**config.mk**
```make
export PLATFORM = sky130hd
export DESIGN_NAME = bf16_subtractor
export DESIGN_NICKNAME = d
export VERILOG_FILES = /design/src/rtl/bf16_pkg.sv /design/src/rtl/bf16_classify.sv /design/src/rtl/bf16_subtractor.sv
export SDC_FILE = /design/constraint.sdc
export NUM_CORES = 1
export LEC_CHECK = 0
export ABC_AREA = 1
export CAP_MARGIN = 5
export CORE_MARGIN = 4
export CORE_UTILIZATION = 40
export CTS_CLUSTER_DIAMETER = 60
export DETAILED_ROUTE_END_ITERATION = 10
export DONT_BUFFER_PORTS = 1
export GPL_ROUTABILITY_DRIVEN = 1
export PLACE_DENSITY_LB_ADDON = 0.08
export SKIP_CTS_REPAIR_TIMING = 1
export SKIP_LAST_GASP = 1
export SYNTH_ARGS = -nofsm -noshare
export SYNTH_HDL_FRONTEND = slang
export SYNTH_HIERARCHICAL = 1
export SYNTH_SLANG_ARGS = --single-unit
```
**constraint.sdc**
```tcl
create_clock -name clk -period 7.7 [get_ports clk]
set_input_delay 0.77 -clock clk [delete_from_list [all_inputs] [get_ports clk]]
set_output_delay 0.77 -clock clk [all_outputs]
set_load 0.05 [all_outputs]
```
**src/rtl/bf16_pkg.sv**
```systemverilog
// Shared bf16 field widths, special encodings and the subtractor FSM state type.
package bf16_pkg;

  localparam int unsigned WIDTH  = 16;
  localparam int unsigned EXP_W  = 8;
  localparam int unsigned MANT_W = 7;

  localparam logic [WIDTH-1:0] BF16_POS_INF = 16'h7F80;
  localparam logic [WIDTH-1:0] BF16_NEG_INF = 16'hFF80;
  localparam logic [WIDTH-1:0] BF16_QNAN    = 16'h7FC0;
  localparam logic [EXP_W-1:0] EXP_MAX      = 8'hFF;

  typedef enum logic [2:0] {IDLE, ALIGN, OPERATE, NORM, DONE} state_t;

  typedef struct packed {
    logic zero;
    logic underflow;
    logic overflow;
    logic q_nan;
    logic s_nan;
    logic positive_inf;
    logic negative_inf;
  } flags_t;

endpackage

```
**src/rtl/bf16_classify.sv**
```systemverilog
// Combinational bf16 operand classifier; exponent 0 counts as zero (denormals flushed).
module bf16_classify
  import bf16_pkg::*;
(
  input  logic [WIDTH-1:0] value,
  output logic             is_zero,
  output logic             is_inf,
  output logic             is_qnan,
  output logic             is_snan
);

  logic [EXP_W-1:0]  exp_f;
  logic [MANT_W-1:0] mant_f;

  assign exp_f   = value[WIDTH-2:MANT_W];
  assign mant_f  = value[MANT_W-1:0];

  assign is_zero = (exp_f == '0);
  assign is_inf  = (exp_f == EXP_MAX) && (mant_f == '0);
  assign is_qnan = (exp_f == EXP_MAX) && mant_f[MANT_W-1];
  assign is_snan = (exp_f == EXP_MAX) && (mant_f != '0) && !mant_f[MANT_W-1];

endmodule

```
**src/rtl/bf16_subtractor.sv**
```systemverilog
// Multi-cycle bf16 subtractor (num_1 - num_2): serial alignment, one-cycle add/sub,
// serial normalisation, truncating, with valid/ready handshakes on both sides.
module bf16_subtractor
  import bf16_pkg::*;
#(
  parameter int unsigned ALIGN_CAP = 9
) (
  input  logic             clk,
  input  logic             rst,
  input  logic             in_valid,
  output logic             in_ready,
  input  logic [WIDTH-1:0] num_1,
  input  logic [WIDTH-1:0] num_2,
  output logic             out_valid,
  input  logic             out_ready,
  output logic [WIDTH-1:0] result,
  output logic             zero,
  output logic             underflow,
  output logic             overflow,
  output logic             q_nan,
  output logic             s_nan,
  output logic             positive_inf,
  output logic             negative_inf
);

  localparam int unsigned CNT_W = (ALIGN_CAP < 1) ? 1 : $clog2(ALIGN_CAP + 1);

  state_t           state;
  flags_t           flags;
  logic             sign_a, sign_b, res_sign;
  logic [EXP_W-1:0] exp_a;
  logic [7:0]       mant_a, mant_b;
  logic [CNT_W-1:0] cnt;
  logic [EXP_W:0]   res_exp;
  logic [8:0]       res_mant;

  logic zero_1, inf_1, qnan_1, snan_1;
  logic zero_2, inf_2, qnan_2, snan_2;

  bf16_classify u_class_1 (.value(num_1), .is_zero(zero_1), .is_inf(inf_1),
                           .is_qnan(qnan_1), .is_snan(snan_1));
  bf16_classify u_class_2 (.value(num_2), .is_zero(zero_2), .is_inf(inf_2),
                           .is_qnan(qnan_2), .is_snan(snan_2));

  // Capture-time alignment decision
  logic [EXP_W-1:0] exp_1, exp_2, exp_diff;
  logic             swap, flush;
  logic [CNT_W-1:0] align_cnt;

  assign exp_1     = num_1[WIDTH-2:MANT_W];
  assign exp_2     = num_2[WIDTH-2:MANT_W];
  assign swap      = exp_2 > exp_1;
  assign exp_diff  = swap ? (exp_2 - exp_1) : (exp_1 - exp_2);
  assign flush     = 32'(exp_diff) > ALIGN_CAP;
  assign align_cnt = flush ? CNT_W'(ALIGN_CAP) : CNT_W'(exp_diff);

  logic             special, inf_sign;
  logic [WIDTH-1:0] spec_result;
  flags_t           spec_flags;

  always_comb begin
    special     = 1'b1;
    inf_sign    = 1'b0;
    spec_result = '0;
    spec_flags  = '0;
    if (snan_1 || snan_2) begin
      spec_result      = BF16_QNAN;
      spec_flags.s_nan = 1'b1;
    end else if (qnan_1 || qnan_2 || (inf_1 && inf_2 && (num_1[15] == num_2[15]))) begin
      spec_result      = BF16_QNAN;
      spec_flags.q_nan = 1'b1;
    end else if (inf_1 || inf_2) begin
      // num_2 enters with its sign inverted
      inf_sign                = inf_1 ? num_1[15] : ~num_2[15];
      spec_result             = inf_sign ? BF16_NEG_INF : BF16_POS_INF;
      spec_flags.positive_inf = ~inf_sign;
      spec_flags.negative_inf = inf_sign;
    end else if (zero_1 && zero_2) begin
      spec_flags.zero = 1'b1;
    end else if (zero_1) begin
      spec_result = {~num_2[15], num_2[14:0]};
    end else if (zero_2) begin
      spec_result = num_1;
    end else begin
      special = 1'b0;
    end
  end

  logic       eff_add, a_ge_b, op_sign;
  logic [8:0] op_mant;

  assign eff_add = (sign_a == sign_b);
  assign a_ge_b  = (mant_a >= mant_b);
  assign op_sign = (eff_add || a_ge_b) ? sign_a : sign_b;
  assign op_mant = eff_add ? ({1'b0, mant_a} + {1'b0, mant_b}) :
                   a_ge_b  ? {1'b0, mant_a - mant_b} : {1'b0, mant_b - mant_a};

  logic [8:0]     nrm_mant;
  logic [EXP_W:0] nrm_exp;

  assign nrm_mant = res_mant[8] ? (res_mant >> 1) : (res_mant << 1);
  assign nrm_exp  = res_mant[8] ? (res_exp + 9'd1) : (res_exp - 9'd1);

  always_ff @(posedge clk) begin
    if (rst) begin
      state    <= IDLE;
      result   <= '0;
      flags    <= '0;
      sign_a   <= 1'b0;
      sign_b   <= 1'b0;
      exp_a    <= '0;
      mant_a   <= '0;
      mant_b   <= '0;
      cnt      <= '0;
      res_sign <= 1'b0;
      res_exp  <= '0;
      res_mant <= '0;
    end else begin
      unique case (state)
        IDLE: if (in_valid) begin
          if (special) begin
            result <= spec_result;
            flags  <= spec_flags;
            state  <= DONE;
          end else begin
            flags <= '0;
            if (swap) begin
              sign_a <= ~num_2[15];
              exp_a  <= exp_2;
              mant_a <= {1'b1, num_2[6:0]};
              sign_b <= num_1[15];
              mant_b <= flush ? 8'h00 : {1'b1, num_1[6:0]};
            end else begin
              sign_a <= num_1[15];
              exp_a  <= exp_1;
              mant_a <= {1'b1, num_1[6:0]};
              sign_b <= ~num_2[15];
              mant_b <= flush ? 8'h00 : {1'b1, num_2[6:0]};
            end
            cnt   <= align_cnt;
            state <= (align_cnt != '0) ? ALIGN : OPERATE;
          end
        end
        ALIGN: begin
          mant_b <= mant_b >> 1;
          cnt    <= cnt - 1'b1;
          if (cnt == CNT_W'(1)) state <= OPERATE;
        end
        OPERATE: begin
          if (op_mant == '0) begin
            result     <= '0;
            flags.zero <= 1'b1;
            state      <= DONE;
          end else if (op_mant[8:7] == 2'b01) begin
            result <= {op_sign, exp_a, op_mant[6:0]};
            state  <= DONE;
          end else begin
            res_sign <= op_sign;
            res_exp  <= {1'b0, exp_a};
            res_mant <= op_mant;
            state    <= NORM;
          end
        end
        NORM: begin
          if (nrm_exp >= {1'b0, EXP_MAX}) begin
            result             <= {res_sign, EXP_MAX, 7'h00};
            flags.overflow     <= 1'b1;
            flags.positive_inf <= ~res_sign;
            flags.negative_inf <= res_sign;
            state              <= DONE;
          end else if (nrm_exp == '0) begin
            result          <= {res_sign, 15'h0000};
            flags.underflow <= 1'b1;
            state           <= DONE;
          end else if (nrm_mant[7]) begin
            result <= {res_sign, nrm_exp[7:0], nrm_mant[6:0]};
            state  <= DONE;
          end else begin
            res_exp  <= nrm_exp;
            res_mant <= nrm_mant;
          end
        end
        DONE: if (out_ready) state <= IDLE;
        default: state <= IDLE;
      endcase
    end
  end

  assign in_ready  = (state == IDLE);
  assign out_valid = (state == DONE);
  assign {zero, underflow, overflow, q_nan, s_nan, positive_inf, negative_inf} = flags;

endmodule

```
== Word level (Yosys, flattened, before mapping) ==
Cells that the tools add are included.

* Eq/ne operators: 25
* Magnitude comparators: 4
* Bitwise gates (word level): 6
* Add/sub/neg operators: 8
* Reduce and logical (&&, ||, !) cells: 43
* Mux-type cells: 85

{| class="wikitable"
|+ Operators by type and width
! operator !! number
|-
| $mux W16 || 14
|-
| $mux W9 || 13
|-
| $mux W8 || 8
|-
| $pmux W16 S3 || 1
|-
| $pmux W9 S2 || 2
|-
| $sub A8 B8 Y8 || 4
|-
| $mux W3 || 9
|-
| $ne A2 B2 Y1 const B || 11
|-
| $mux W1 || 21
|-
| $mux W7 || 3
|-
| $logic_not A9 Y1 || 2
|-
| $eq A8 B8 Y1 const B || 2
|-
| $logic_not A8 Y1 || 2
|-
| $pmux W8 S2 || 1
|-
| $pmux W3 S5 || 1
|-
| $reduce_and A3 Y1 || 5
|-
| $logic_not A7 Y1 || 2
|-
| $reduce_bool A7 Y1 || 2
|-
| $mux W4 || 3
|-
| $logic_and A1 B1 Y1 || 11
|-
| $mux W2 || 5
|-
| $add A8 B8 Y9 || 1
|-
| $add A9 B1 Y9 const B || 1
|-
| $ge A9 B8 Y1 const B || 1
|-
| 28 further kinds || 46
|}

* Word-level logic and storage cells: 189
* Bits of input ports: 36
* Register bits after elaboration: 75

== Logic depth before layout (Yosys ltp) ==
* Depth after elaboration: 10
* Gate-level depth with buffers: 23

== Modules after synthesis ==
The synthesis kept the hierarchy.

{| class="wikitable"
|+ By module, submodules not included
! module !! cells each !! instances !! sequential area each (um2) !! area each (um2)
|-
| bf16_subtractor || 1154 || 1 || 1501.4 || 6972.9
|-
| bf16_classify || 24 || 2 || 0.0 || 111.4
|}

== Worst setup path after synthesis ==
Ideal clock, no wire load.

* Path kind: reg2reg
* Start point: reg res_mant[8]
* End point: reg result[10]
* Path slack: 4689 ps
* Required time: 7587 ps
* Stages on the path, launching flop included: 17
* Path buffers: 2
* Data arrival time: 2898 ps
* Clock period less this slack: 3011 ps
* Cells stage by stage: dfxtp_1 clkbuf_1 clkinv_1 ha_1 a21oi_1 nand2_1 xor2_1 inv_1 nor2_1 nand2_1 o21ai_1 nor2_1 nor3_4 nand2_4 buf_4 nor2_1 nor2_1

* Word-level cells in the longest chain between the ends: 5
* Elaborated cells between the ends (all ways): 10
* Those cells by class: 1 x order compare; 1 x eq/ne; 6 x mux; 2 x reduce/logical

{| class="wikitable"
|+ RTL lines
! element !! RTL line !! text
|-
| start: declaration || bf16_subtractor.sv:35 || <nowiki>logic [8:0] res_mant;</nowiki>
|-
| start signal: assignment || bf16_subtractor.sv:160 || <nowiki>res_mant <= op_mant;</nowiki>
|-
| start signal: assignment || bf16_subtractor.sv:180 || <nowiki>res_mant <= nrm_mant;</nowiki>
|-
| branches (longest 5 deep; another with $ge A9 B8 Y1) || n/a ||
|-
| end signal: assignment || bf16_subtractor.sv:122 || <nowiki>result <= spec_result;</nowiki>
|-
| end signal: assignment || bf16_subtractor.sv:166 || <nowiki>result <= {res_sign, EXP_MAX, 7'h00};</nowiki>
|-
| end signal: assignment || bf16_subtractor.sv:172 || <nowiki>result <= {res_sign, 15'h0000};</nowiki>
|-
| end: declaration || bf16_subtractor.sv:16 || <nowiki>output logic [WIDTH-1:0] result,</nowiki>
|}

Parallel ways; which one is timed is not known. The select of a mux whose other input is x is not followed.
A chain may end at the register's enable or synchronous reset.

== Worst setup path in the final report ==
* Start point: reg res_mant[8]
* End point: reg res_mant[6]

* Word-level cells in the longest chain between the ends: 5
* Elaborated cells between the ends (all ways): 12
* Those cells by class: 1 x order compare; 3 x eq/ne; 6 x mux; 2 x reduce/logical

{| class="wikitable"
|+ RTL lines
! element
|-
| branches (longest 5 deep; another with $ge A9 B8 Y1)
|}

Parallel ways; which one is timed is not known. The select of a mux whose other input is x is not followed.

==> impl_summary.log <==
INFO  metric clkSlewWorstSetupHoldPaths = around 0.070 ns
INFO  metric fin_setup_tns = 0 ns
INFO  metric starting_density = around two fifths
INFO  metric synth_fa_ha_area_share = about a tenth
INFO  metric synth_top_family_by_area = simple AND/OR/NAND/NOR gates
INFO  metric report.final.hold_viol_count = 0
INFO  metric number_of_port_buffers = 0
INFO  metric diodes = 0
INFO  metric postSynthAreaPerCell = between 5 and 6 um2
INFO  metric synth_area = about 0.0072 mm2
INFO  metric synthFlopType = dfxtp_1
INFO  metric antenna_violating_nets_post_route = 0
INFO  metric design.core.area = 0.0175 mm2
INFO  metric grt-busiest-layer = met2
INFO  metric synth.most_common_cell = nand2_1
INFO  metric ios = between 60 and 70
INFO  metric critical_path_fanouts_max = 19
INFO  metric post_synth_top_area_share = roughly a fifth
INFO  metric synthSimpleGateAreaFrac = between 30% and 40%
INFO  metric synth.ff_latch_count = between 70 and 80
INFO  metric crit_arrival = 4.05 ns
INFO  metric grt_util_met1 = about 30%
INFO  metric finalSetupViolCount = 0
INFO  metric global_route.usage.total = approximately 23%
INFO  metric async_flop_share = 0%
INFO  metric pre_cts_slack = slightly below 4 ns
INFO  metric grt-ovfl-total = 0
INFO  metric worst_setup_slack_after_layout = between 3 and 4 ns
INFO  metric synthTopCellsByArea = dfxtp_1, nand2_1, ha_1
INFO  metric synthDistinctLibCells = 48
INFO  metric worst_ir_drop_vdd = 0.236 mV
INFO  metric core.rowCount = 48
INFO  metric synth_enable_flop_cells = 0
INFO  metric groute.layer.met3.usage = under 10%
INFO  metric flow.area_growth_from_synthesis = 5.60%
INFO  metric nets = between 1000 and 1500
INFO  metric grt_start_max_net_pins = 55
INFO  metric drv_slew = 0
INFO  metric rsz0062_at_grt = no
INFO  metric grt.met2_usage = between 30% and 40%
INFO  metric drtPass1Iterations = 5
INFO  metric post_route_cells_drive_above_1_share = 4.92%
INFO  metric timing.final.crit_share = about half
INFO  metric first_global_vias = between 7000 and 8000
INFO  metric initial_antenna_violation_count = 0
INFO  metric synth-compound-area-share = 17.1%
INFO  metric power-per-cell-area = between 300 and 400 mW/mm2
INFO  metric place.detailed.hpwl = around 18000 um
INFO  metric post-synth-top-area-cell = dfxtp_1
INFO  metric synthesis.yosys.warnings = 6
INFO  metric drt-total-wl = 22800 um
INFO  metric syn_inst = about 1200
INFO  metric finalWorstPathRequiredPeriod = ~3.8 ns
INFO  metric route.detailed.wl_per_inst = about 16 um
INFO  metric muxShareOfSynthArea = 0.313%
INFO  metric die_width = approximately 140 um
INFO  metric routability_driven_placement_congestion_ratio = between 0.9 and 1
INFO  metric cts_htree_levels = 3
INFO  metric startpoint_type_of_the_worst_setup_path = flop
INFO  metric slew_headroom = between 20% and 30%
INFO  metric tritoncts = done
INFO  metric holdWs = ~0.47 ns
INFO  metric cts_made_buffers = 9
INFO  metric worst_skew_pair.late_latency = ~0.35 ns
INFO  metric detail_route.iter0.violations = 479
INFO  metric cellLeakagePower = approximately 3.7 nW
INFO  metric status = finished, final reports clean
INFO  metric vias_per_cell = around 5.3
INFO  metric synth-xor-area-share = ~1.9%
INFO  metric max-cap-violations = 0
INFO  metric achievable-frequency = 263 MHz
INFO  metric num_vias = ~7400
INFO  metric global_route_wire_length_before_repair = ~37000 um
INFO  metric buffer_depth_of_the_longest_clock_path = 2
INFO  metric setup_crit_end_kind = flop
INFO  metric tightest_slew = around 1.1 ns
INFO  metric dieArea = between 0.02 and 0.025 mm2
INFO  metric route.detailed.drc = 0
INFO  metric critical_path_class = flop to flop
INFO  metric die_h = approximately 140 um
INFO  metric finalClockSkew = 0.00894 ns
INFO  metric type_of_the_most_critical_hold_path = flop to flop
INFO  metric netlist_top_cells_count = nand2_1, inv_1, nor2_1
INFO  metric synth_fp_nets = between 1000 and 1500
INFO  metric data_required_time_at_the_worst_endpoint = ~8 ns
INFO  metric clock-root-buffer = clkbuf_16
INFO  metric ys_seq_area_share = 20.9%
INFO  metric numClockSinks = 75
[layer usage]
layer / vias to the layer above / routed length (um)
met5: - / 0
met4: 0 / 308
met3: 23 / 1150
met2: 143 / 10800
met1: 3371 / 10500
li1: 3843 / -
[per-stage QoR]
| step | instances | utilization (%) | power, mW | cell area, um2 |
|---|---|---|---|---|
| 5_1_grt | 1405 | 43.5 | 3.11 | 7600 |
| 3_3_place_gp | 1389 | 41.7 | 2.38 | 7300 |
| 6_report | 1405 | 43.5 | 2.82 | 7600 |
| 4_1_cts | 1405 | 43.5 | 2.83 | 7600 |
| 2_1_floorplan | 1202 | - | 2.04 | 7200 |
| 3_5_place_dp | 1389 | 41.7 | 2.38 | 7300 |
[state kept, by name, summed over array words and instances, names as in the netlist]
register and count:
res_mant 9, mant_b 8, s_nan 1, positive_inf 1, result 16, mant_a 8
exp_a 8, res_sign 1, negative_inf 1, sign_a 1, state 3, res_exp 9
q_nan 1, underflow 1, overflow 1, cnt 4, sign_b 1, zero 1
[power by group]
group	internal [mW]	total, mW	switching (mW)
Combinational	0.522	1.60	1.08
Clock	0.262	0.442	0.180
Sequential	0.500	0.777	0.277
Total	1.28	2.82	1.54
[critical path, stage by stage, from the launching register on]
cell and delay [ns]:
dfxtp_1 0.55, clkinv_1 0.50, ha_1 0.52, a21oi_1 0.30, o21a_1 0.21, nand2_1 0.08, nand2_1 0.06, nand2_1 0.08
nand3_1 0.10, nor2_1 0.08, nor2_1 0.20, nand3_2 0.41, nand2_4 0.39, nand2_1 0.10, nand2_1 0.07, nor2_1 0.04
[cell families (layout without fill, tap and decap cells)]
| group | Yosys count | count (layout) |
|---|---|---|
| xor+xnor | 15 | 15 |
| mux | 1 | 1 |
| flops | 75 | 75 |
| buf+inv | 202 | 180 |
| fa+ha+maj | 55 | 55 |
| simple gates | 634 | 634 |
| compound gates | 220 | 220 |
[cell type report]
class	instances	area (um2)
fillers	1965	9880
well taps	225	282
multi-input cells	925	4870
repair buffers	6	45.0
clock buffers	11	243
flip-flops and latches	75	1500
clock inverters	5	60.1
inverters	158	593
[path summary, 6_finish.rpt]
check | start | end | slack, ns | cells past startpoint
worst max-delay path | res_mant[8]$_SDFFE_PP0P_ | res_mant[6]$_SDFFE_PP0P_ | 3.90 | 15
worst min-delay path | res_sign$_SDFFE_PP0N_ | res_sign$_SDFFE_PP0N_ | 0.47 | 2
worst max register to register | res_mant[8]$_SDFFE_PP0P_ | res_mant[6]$_SDFFE_PP0P_ | 3.90 | 15
worst min register to register | res_sign$_SDFFE_PP0N_ | res_sign$_SDFFE_PP0N_ | 0.47 | 2
[cell usage in the layout, fill, tap and decap left out, drive strengths merged, types with 23 or more instances in the layout]
| master | synthesis | final |
|---|---|---|
| o21ai | 64 | 64 |
| inv | 157 | 159 |
| nor2 | 128 | 128 |
| nand2 | 350 | 350 |
| a21oi | 107 | 107 |
| dfxtp | 75 | 75 |
| o211ai | 23 | 23 |
| nand3 | 102 | 102 |
| nand4 | 25 | 25 |
| ha | 49 | 49 |
Note: power is estimated with default switching activity, not from simulation.
